`config.mk`:
```
export PLATFORM = sky130hd
export DESIGN_NAME = div_sequencer_flat
export DESIGN_NICKNAME = d
export VERILOG_FILES = /design/src/rtl/riscv_div_pkg.sv /design/src/rtl/div_sequencer_if.sv /design/src/rtl/div_step.sv /design/src/rtl/div_sequencer.sv /design/src/flat_wrapper.sv
export SDC_FILE = /design/constraint.sdc
export NUM_CORES = 1
export LEC_CHECK = 0
export BUFFER_PORTS_ARGS = -buffer_cell sky130_fd_sc_hd__buf_2
export CAP_MARGIN = 5
export CORE_MARGIN = 5
export CORE_UTILIZATION = 41
export CTS_BUF_LIST = sky130_fd_sc_hd__clkbuf_8
export DETAILED_ROUTE_END_ITERATION = 16
export GPL_ROUTABILITY_DRIVEN = 0
export GPL_TIMING_DRIVEN = 0
export PLACE_DENSITY = 0.61
export SLEW_MARGIN = 30
export SYNTH_ARGS = -nofsm -noshare
export SYNTH_HDL_FRONTEND = slang
export SYNTH_SLANG_ARGS = --single-unit
```
`constraint.sdc`:
```
create_clock -name clk -period 9.95 [get_ports clk]
set_clock_uncertainty 0.1 [all_clocks]
set_input_delay 2.985 -clock clk [delete_from_list [all_inputs] [get_ports clk]]
set_output_delay 2.985 -clock clk [all_outputs]
set_load 0.01 [all_outputs]
```
`src/rtl/riscv_div_pkg.sv`:
```
// Shared types and constants for the RV32M divide sequencer.
package riscv_div_pkg;

   localparam int unsigned XLEN_DEF  = 32;
   localparam int unsigned CNT_W_DEF = 6;
   localparam logic [XLEN_DEF-1:0] DIV_BY_ZERO_Q = '1;

   typedef enum logic [1:0] {
      IDLE = 2'd0,
      CALC = 2'd1,
      DONE = 2'd2
   } div_state_e;

   typedef enum logic [2:0] {
      OP_DIV  = 3'b100,
      OP_DIVU = 3'b101,
      OP_REM  = 3'b110,
      OP_REMU = 3'b111
   } div_op_e;

endpackage

```
`src/rtl/div_sequencer_if.sv`:
```
// Execute-stage handshake between the core pipeline and the divide sequencer.
interface div_sequencer_if #(
   parameter int unsigned XLEN = 32
);
   logic            start;
   logic [2:0]      funct3;
   logic [XLEN-1:0] src_a;
   logic [XLEN-1:0] src_b;
   logic            flush;
   logic            stall;
   logic            busy;
   logic            valid;
   logic [XLEN-1:0] result;

   modport master (
      output start, funct3, src_a, src_b, flush,
      input  stall, busy, valid, result
   );

   modport slave (
      input  start, funct3, src_a, src_b, flush,
      output stall, busy, valid, result
   );
endinterface

```
`src/rtl/div_step.sv`:
```
// One combinational restoring-division iteration on magnitudes.
module div_step #(
   parameter int unsigned XLEN = 32
) (
   input  logic [XLEN-1:0] rem_in,
   input  logic [XLEN-1:0] quo_in,
   input  logic [XLEN-1:0] divisor,
   output logic [XLEN-1:0] rem_out,
   output logic [XLEN-1:0] quo_out
);

   logic [XLEN:0] partial;
   logic          ge;

   // partial needs XLEN+1 bits: the shifted-in bit can push it past XLEN
   always_comb begin
      partial = {rem_in, quo_in[XLEN-1]};
      ge      = (partial >= {1'b0, divisor});
      rem_out = ge ? XLEN'(partial - {1'b0, divisor}) : partial[XLEN-1:0];
      quo_out = {quo_in[XLEN-2:0], ge};
   end

endmodule

```
`src/rtl/div_sequencer.sv`:
```
// Multi-cycle RV32M DIV/DIVU/REM/REMU sequencer that stalls F/D/E until the result is ready.
// Optional DIV_EARLY_OUT_EN: a zero divisor skips the iterations and finishes in one cycle.
module div_sequencer
   import riscv_div_pkg::*;
#(
   parameter int unsigned XLEN  = XLEN_DEF,
   parameter int unsigned CNT_W = $clog2(XLEN) + 1
) (
   input  logic          clk,
   input  logic          rst,
   div_sequencer_if.slave bus
);

   localparam logic [CNT_W-1:0] LAST_CNT = CNT_W'(XLEN - 1);

   div_state_e      state, state_nxt;
   logic [CNT_W-1:0] count;
   logic [XLEN-1:0] rem_q, quo_q, div_q;
   logic            sign_a_q, sign_b_q, is_rem_q;
`ifndef DIV_EARLY_OUT_EN
   logic            b_zero_q;
`endif

   logic            accept, last_step;
   logic            in_signed, in_rem, b_is_zero;
   logic [XLEN-1:0] a_mag, b_mag;
   logic [XLEN-1:0] rem_nxt, quo_nxt;
   logic [XLEN-1:0] q_fix, r_fix, final_res;

   // operand decode at acceptance
   always_comb begin
      in_signed = (div_op_e'(bus.funct3) == OP_DIV) || (div_op_e'(bus.funct3) == OP_REM);
      in_rem    = (div_op_e'(bus.funct3) == OP_REM) || (div_op_e'(bus.funct3) == OP_REMU);
      b_is_zero = (bus.src_b == '0);
      a_mag     = (in_signed && bus.src_a[XLEN-1]) ? -bus.src_a : bus.src_a;
      b_mag     = (in_signed && bus.src_b[XLEN-1]) ? -bus.src_b : bus.src_b;
   end

   div_step #(.XLEN(XLEN)) u_step (
      .rem_in  (rem_q),
      .quo_in  (quo_q),
      .divisor (div_q),
      .rem_out (rem_nxt),
      .quo_out (quo_nxt)
   );

   // sign fix-up on the final step's magnitudes; -2^31/-1 wraps back to 0x8000_0000
   always_comb begin
      q_fix = (sign_a_q ^ sign_b_q) ? -quo_nxt : quo_nxt;
      r_fix = sign_a_q ? -rem_nxt : rem_nxt;
`ifndef DIV_EARLY_OUT_EN
      if (b_zero_q) q_fix = XLEN'(DIV_BY_ZERO_Q);
`endif
      final_res = is_rem_q ? r_fix : q_fix;
   end

   always_ff @(posedge clk or negedge rst) begin
      if (!rst) state <= IDLE;
      else      state <= state_nxt;
   end

   always_comb begin
      state_nxt = state;
      case (state)
         IDLE: begin
            if (bus.start && !bus.flush) begin
`ifdef DIV_EARLY_OUT_EN
               state_nxt = b_is_zero ? DONE : CALC;
`else
               state_nxt = CALC;
`endif
            end
         end
         CALC: begin
            if (bus.flush)             state_nxt = IDLE;
            else if (count == LAST_CNT) state_nxt = DONE;
         end
         DONE:    state_nxt = IDLE;
         default: state_nxt = IDLE;
      endcase
   end

   // stall is combinational so the pipeline freezes in the accepting cycle
   always_comb begin
      accept    = (state == IDLE) && bus.start && !bus.flush;
      last_step = (state == CALC) && (count == LAST_CNT) && !bus.flush;
      bus.stall = rst && (accept || ((state == CALC) && !bus.flush));
      bus.busy  = (state != IDLE);
      bus.valid = (state == DONE);
   end

   always_ff @(posedge clk or negedge rst) begin
      if (!rst) begin
         count      <= '0;
         rem_q      <= '0;
         quo_q      <= '0;
         div_q      <= '0;
         sign_a_q   <= 1'b0;
         sign_b_q   <= 1'b0;
         is_rem_q   <= 1'b0;
`ifndef DIV_EARLY_OUT_EN
         b_zero_q   <= 1'b0;
`endif
         bus.result <= '0;
      end else if (accept) begin
         count    <= '0;
         rem_q    <= '0;
         quo_q    <= a_mag;
         div_q    <= b_mag;
         sign_a_q <= in_signed && bus.src_a[XLEN-1];
         sign_b_q <= in_signed && bus.src_b[XLEN-1];
         is_rem_q <= in_rem;
`ifdef DIV_EARLY_OUT_EN
         if (b_is_zero) bus.result <= in_rem ? bus.src_a : XLEN'(DIV_BY_ZERO_Q);
`else
         b_zero_q <= b_is_zero;
`endif
      end else if (state == CALC) begin
         rem_q <= rem_nxt;
         quo_q <= quo_nxt;
         count <= count + CNT_W'(1);
         if (last_step) bus.result <= final_res;
      end
   end

endmodule

```
`src/flat_wrapper.sv`:
```
// flat-port wrapper written by rule: the top's interface ports become plain ports
module div_sequencer_flat import riscv_div_pkg::*;
#(
   parameter int unsigned XLEN  = XLEN_DEF,
   parameter int unsigned CNT_W = $clog2(XLEN) + 1
)
  (clk, rst, bus_start, bus_funct3, bus_src_a, bus_src_b, bus_flush, bus_stall, bus_busy, bus_valid, bus_result);
  div_sequencer_if #(.XLEN(XLEN)) bus_i ();
  input  logic clk;
  input  logic rst;
  input wire logic [$bits(bus_i.start)-1:0] bus_start;
  input wire logic [$bits(bus_i.funct3)-1:0] bus_funct3;
  input wire logic [$bits(bus_i.src_a)-1:0] bus_src_a;
  input wire logic [$bits(bus_i.src_b)-1:0] bus_src_b;
  input wire logic [$bits(bus_i.flush)-1:0] bus_flush;
  output wire logic [$bits(bus_i.stall)-1:0] bus_stall;
  output wire logic [$bits(bus_i.busy)-1:0] bus_busy;
  output wire logic [$bits(bus_i.valid)-1:0] bus_valid;
  output wire logic [$bits(bus_i.result)-1:0] bus_result;
  assign bus_i.start = bus_start;
  assign bus_i.funct3 = bus_funct3;
  assign bus_i.src_a = bus_src_a;
  assign bus_i.src_b = bus_src_b;
  assign bus_i.flush = bus_flush;
  assign bus_stall = bus_i.stall;
  assign bus_busy = bus_i.busy;
  assign bus_valid = bus_i.valid;
  assign bus_result = bus_i.result;
  div_sequencer #(.XLEN(XLEN), .CNT_W(CNT_W)) u_core (.clk(clk), .rst(rst), .bus(bus_i));
endmodule
```
* Word-level counts from Yosys, hierarchy flattened
Cells that the tools add are included.
Word-level totals: flip-flop bits (word level) 140, logic and storage cells 63
Operators by class: $add $sub $neg 6, order comparisons 1, eq/ne operators 8, muxes and demuxes 17, bitwise logic cells 2, reductions and logical operators 19
Operator list (count):
- 32-bit two-way mux | 11
- 32-bit negator | 4
- 33-bit by 32-bit >= comparator with 1-bit output | 1
- 32-bit logical NOT | 1
- 32-bit subtractor | 1
- 6-bit two-way mux | 2
- 3-bit equality test, second input constant | 3
- 1-bit logical AND | 9
- 6-bit by 1-bit adder with 6-bit output, second input constant | 1
- 6-bit by 5-bit equality test with 1-bit output, second input constant | 1
- 2-bit two-way mux | 3
- 2-bit case mux with 2 select lines | 1
- 2-bit nonzero test | 2
- 1-bit logical OR | 3
- 3-bit by 2-bit != test with 1-bit output, second input constant | 1
- 3-bit AND reduction | 1
- 2-bit by 1-bit equality test with 1-bit output, second input constant | 1
- 2-bit equality test, second input constant | 1
- 2-bit logical NOT | 1
- 2-bit by 1-bit != test with 1-bit output, second input constant | 1
- 2-bit AND reduction | 1
- 1-bit logical NOT | 1
- 1-bit inverter | 1
- 1-bit XOR | 1

* Depth between registers and ports, before layout
depth in word-level cells 5, depth in mapped cells 26, depth with buffers taken out 20

* By module
A second synthesis with hierarchy kept.
Unflattened totals: cells, all modules 1361, area, all modules 11108.2 µm²
By module, submodules not included:
- div_sequencer | instances 1, cells an instance 1006, area an instance 8536.9 µm²
- div_step | instances 1, cells an instance 355, area an instance 2571.2 µm²

* Least setup slack after synthesis
OpenSTA, ideal clock, no wires.
path type input to output, start point in bus_start, end point out bus_stall, data arrival time 3.823 ns, slack 3.042 ns, stages 2, buffers on the path 0, cell sequence nor3b_1 o21a_1
On the way: cells in the longest elaborated chain, start to end 4
Ends and longest elaborated chain:
- start: declaration | line flat_wrapper.sv:11 | input wire logic [$bits(bus_i.start)-1:0] bus_start;
- 1-bit logical AND (2 in series) | line div_sequencer.sv:85 | accept = (state == IDLE) && bus.start && !bus.flush;
- 1-bit logical OR | line div_sequencer.sv:87 | bus.stall = rst && (accept || ((state == CALC) && !bus.flush));
- 1-bit logical AND | line div_sequencer.sv:87
- end: declaration | line flat_wrapper.sv:16 | output wire logic [$bits(bus_i.stall)-1:0] bus_stall;
Every way passes these cells.

* Final worst setup path
start point in bus_flush, end point out bus_stall
On the way: cells in the longest elaborated chain, start to end 4, elaborated cells on any way between the ends 5, those cells by class reduce/logical: 5
Ends and longest elaborated chain:
- start: declaration | line flat_wrapper.sv:15 | input wire logic [$bits(bus_i.flush)-1:0] bus_flush;
- 1-bit logical NOT * | line div_sequencer.sv:85, div_sequencer.sv:87
- 1-bit logical AND (on tied branches) | line div_sequencer.sv:85, div_sequencer.sv:87
- 1-bit logical OR * | line div_sequencer.sv:87
- 1-bit logical AND * | line div_sequencer.sv:87
Mark *: on every way between the ends. The rest lies on a longest branch, timed or not.

==> summary.json <==
{
  "post_synth_edffs": 0,
  "drv.max_cap_violation_count": 0,
  "dpl_worst_slack_ps": 2940,
  "met2_wirelength_microns": 17100,
  "non_filler_instance_count_after_layout": 1995,
  "cts.repair_timing.setup_buffer_count": 0,
  "via_count_of_the_first_global_routing_pass": 11200,
  "power.density_cell_area_nw_per_um2": 293,
  "post-route-period-util": 0.702,
  "grt_setup_unrepaired": "no",
  "yosysWarnings": 0,
  "post_cts_resized": 0,
  "ys_seq_area_frac": 0.304,
  "tightest_slew_ps": 980,
  "floorplan.die_area_sq_um": 31600,
  "met1_length_microns": 17800,
  "synth_async_sr_flop_share": 1.00,
  "multi_input_area_sq_um": 7390,
  "crit_chain": "buf_2 > nor3b_2 > o21a_1 > buf_2",
  "dr.max_layer_used": "met4",
  "fin_area_sq_um": 13000,
  "gate_count_post_synth": 1477,
  "crit_family": "simple AND/OR/NAND/NOR gates",
  "die_height_microns": 178,
  "worstHoldPathType": "reg2reg",
  "setup_total_negative_slack_ps": 0,
  "min_from": "u_core.bus.result[7]",
  "viasPerCell": 5.90,
  "slew_headroom": 0.342,
  "grt_use_total": 0.247,
  "numPlacedInstances": 1962,
  "worstReg2RegStart": "u_core.rem_q[3]",
  "grt_pass1_wl_microns": 61000,
  "path_class": "in2out",
  "post_drt_wl_per_cell_microns": 19.6,
  "timing.hold.worst_endpoint": "u_core.bus.result[7]",
  "drc_errors": 0,
  "final-setup-viol-count": 0,
  "cts.clk_slew.worst_paths_ps": 90,
  "synth_cell_type_count": 87,
  "reg2regPathDepth": 25,
  "worstPathRequired_ps": 6870,
  "ff2ff_setup_slack_ps": 3950,
  "die_x_extent_microns": 178,
  "setup_slack_ps": 2960,
  "max_stage_delay_ps": 470,
  "timing.final.crit_period_ps": 6990,
  "pin_count": 106,
  "flow.area_growth_from_synthesis_pct": 12.8,
  "finalPower_mw": 3.81,
  "worst_path_max_delay_cell": "sky130_fd_sc_hd__nor3b_2",
  "syn_avg_cell_area_sq_um": 7.81,
  "grt_start_max_net_pins": 76,
  "io_buffer_count": 105,
  "drive_above_1_share": 0.127,
  "ff_latch_area_sq_um": 3500,
  "clock_insertion_delay_worst_skew_ps": 470,
  "post_cts_hold_buffer_count": 0,
  "timing.final.hold_violations": 0,
  "cts_tree": "yes",
  "synth_top_flop_cell": "sky130_fd_sc_hd__dfrtp_1",
  "cts_made_buffers": 17,
  "clockBufferDepth": 2,
  "critical_path.reg2reg.endpoint": "u_core.bus.result[16]",
  "leakagePower_nw": 5.69,
  "run_status": "completed",
  "start_kind": "input pin",
  "placed_area_sq_um": 12600,
  "fillerInstances": 2888,
  "vdd.ir_drop.worst_uv": 126,
  "synth_area_sq_um": 11500,
  "syn_nets": 1586,
  "totalWireLength_microns": 39000,
  "initial_utilization": 0.415,
  "critical_path_peak_fanout": 5,
  "arrival_time_of_data_at_the_critical_path_endpoint_ps": 3900,
  "synth_seq_cells": 140,
  "detailedRoute.firstPassIterationCount": 5,
  "htree_num_levels": 4,
  "antenna_found_initial": 0,
  "wl_met3_microns": 2570,
  "slew_violations": 0,
  "vias": 11800,
  "timing.critical_path.to_type": "primary output",
  "grt_remaining_overflow": 0,
  "drtIter0Drc": 1071,
  "fp-row-count": 61,
  "maxClockFrequency_mhz": 143,
  "count_of_cell_instances_traversed_by_the_critical_path": 4,
  "cts.sinks": 140,
  "fin_nets": 1712,
  "cp.buffers_inverters": 2,
  "floorplan.core_area_sq_um": 27800,
  "cpMostUsedCell": "sky130_fd_sc_hd__buf_2",
  "number_of_nets_with_antenna_violations_after_routing": 0,
  "hpwlAfterDp_microns": 30400,
  "min_path_cells": 1,
  "cts_root_buffer": "sky130_fd_sc_hd__clkbuf_8"
}
==> Yosys cell counts (19+ instances only) <==
cell                       count  area share
sky130_fd_sc_hd__nor2_1      126       0.041
sky130_fd_sc_hd__o21ai_0     125       0.054
sky130_fd_sc_hd__xor2_1       54       0.041
sky130_fd_sc_hd__a21oi_1      87       0.038
sky130_fd_sc_hd__nand2_1     177       0.058
sky130_fd_sc_hd__inv_1        58       0.019
sky130_fd_sc_hd__xnor2_1      69       0.052
sky130_fd_sc_hd__ha_1         37       0.040
sky130_fd_sc_hd__or3_1        23       0.012
sky130_fd_sc_hd__nand3_1      59       0.026
sky130_fd_sc_hd__a221oi_1     21       0.016
sky130_fd_sc_hd__nand4_1      19       0.010
sky130_fd_sc_hd__nor3_1       38       0.016
sky130_fd_sc_hd__a21o_1       27       0.018
sky130_fd_sc_hd__dfrtp_1     140        0.30
sky130_fd_sc_hd__buf_2        22      0.0095
sky130_fd_sc_hd__clkbuf_1     59       0.019
sky130_fd_sc_hd__a31oi_1      45       0.024
==> registers in the layout, summed over array words and instances (netlist names) <==
signal	cells
u_core.quo_q	32
u_core.is_rem_q	1
u_core.sign_a_q	1
u_core.rem_q	32
u_core.count	6
u_core.b_zero_q	1
u_core.sign_b_q	1
u_core.div_q	32
u_core.bus.result	32
u_core.state	2
==> layout make-up <==
cell class	instances	share of cell area
Clock inverter	15	0.0141
Inverter	60	0.0173
Sequential cell	140	0.269
Clock buffer	17	0.0180
Tap cell	378	0.0363
Multi-Input combinational cell	1185	0.568
Timing Repair Buffer	107	0.0438
Antenna cell	1	0.000192
Buffer	92	0.0332
==> per-layer routing <==
| metal | GRT usage | vias to the layer above |
|---|---|---|
| li1 | - | 5611 |
| met5 | 0 | - |
| met3 | 0.0454 | 79 |
| met4 | 0.110 | 0 |
| met1 | 0.346 | 5662 |
| met2 | 0.371 | 411 |
==> through the flow <==
step,hold slack (ps),utilization
2_1_floorplan,344,-
6_report,378,0.469
3_3_place_gp,355,0.451
5_1_grt,401,0.469
4_1_cts,381,0.468
3_5_place_dp,362,0.453
==> cell usage in the layout, fill, tap and decap left out, types with 23 or more instances in the layout <==
master                     synthesis  layout
sky130_fd_sc_hd__dfrtp_1         140     140
sky130_fd_sc_hd__nand3_1          59      59
sky130_fd_sc_hd__o21ai_0         125     125
sky130_fd_sc_hd__nor2_1          126     126
sky130_fd_sc_hd__xnor2_1          69      69
sky130_fd_sc_hd__nand2_1         177     177
sky130_fd_sc_hd__ha_1             37      37
sky130_fd_sc_hd__nor3_1           38      38
sky130_fd_sc_hd__a21o_1           27      27
sky130_fd_sc_hd__a21oi_1          87      87
sky130_fd_sc_hd__xor2_1           54      54
sky130_fd_sc_hd__clkbuf_1         59      57
sky130_fd_sc_hd__a31oi_1          45      45
sky130_fd_sc_hd__or3_1            23      23
sky130_fd_sc_hd__buf_2            22     126
sky130_fd_sc_hd__inv_1            58      59
==> worst max path at each step <==
stage | slack [ps] | end | start
2_1_floorplan | 3040 | bus_stall | bus_start
3_3_place_gp | 960 | bus_stall | rst
3_5_place_dp | 2940 | bus_stall | bus_flush
4_1_cts | 2930 | bus_stall | bus_flush
5_1_grt | 2890 | bus_stall | bus_flush
6_report | 2960 | bus_stall | bus_flush
==> power breakdown <==
part	switching [mW]	leakage, nW	internal, mW
Clock	0.267	0.210	0.252
Combinational	1.54	3.75	0.872
Sequential	0.177	1.73	0.702
Total	1.98	5.69	1.83
==> kinds of logic after synthesis <==
| group | after synthesis | synth area share |
|---|---|---|
| mux | 22 | 0.0198 |
| flops | 140 | 0.304 |
| buf+inv | 152 | 0.0567 |
| fa+ha+maj | 38 | 0.0418 |
| compound gates | 444 | 0.249 |
| xor+xnor | 123 | 0.0933 |
| simple gates | 558 | 0.235 |
(Power assumes the default switching activity.)
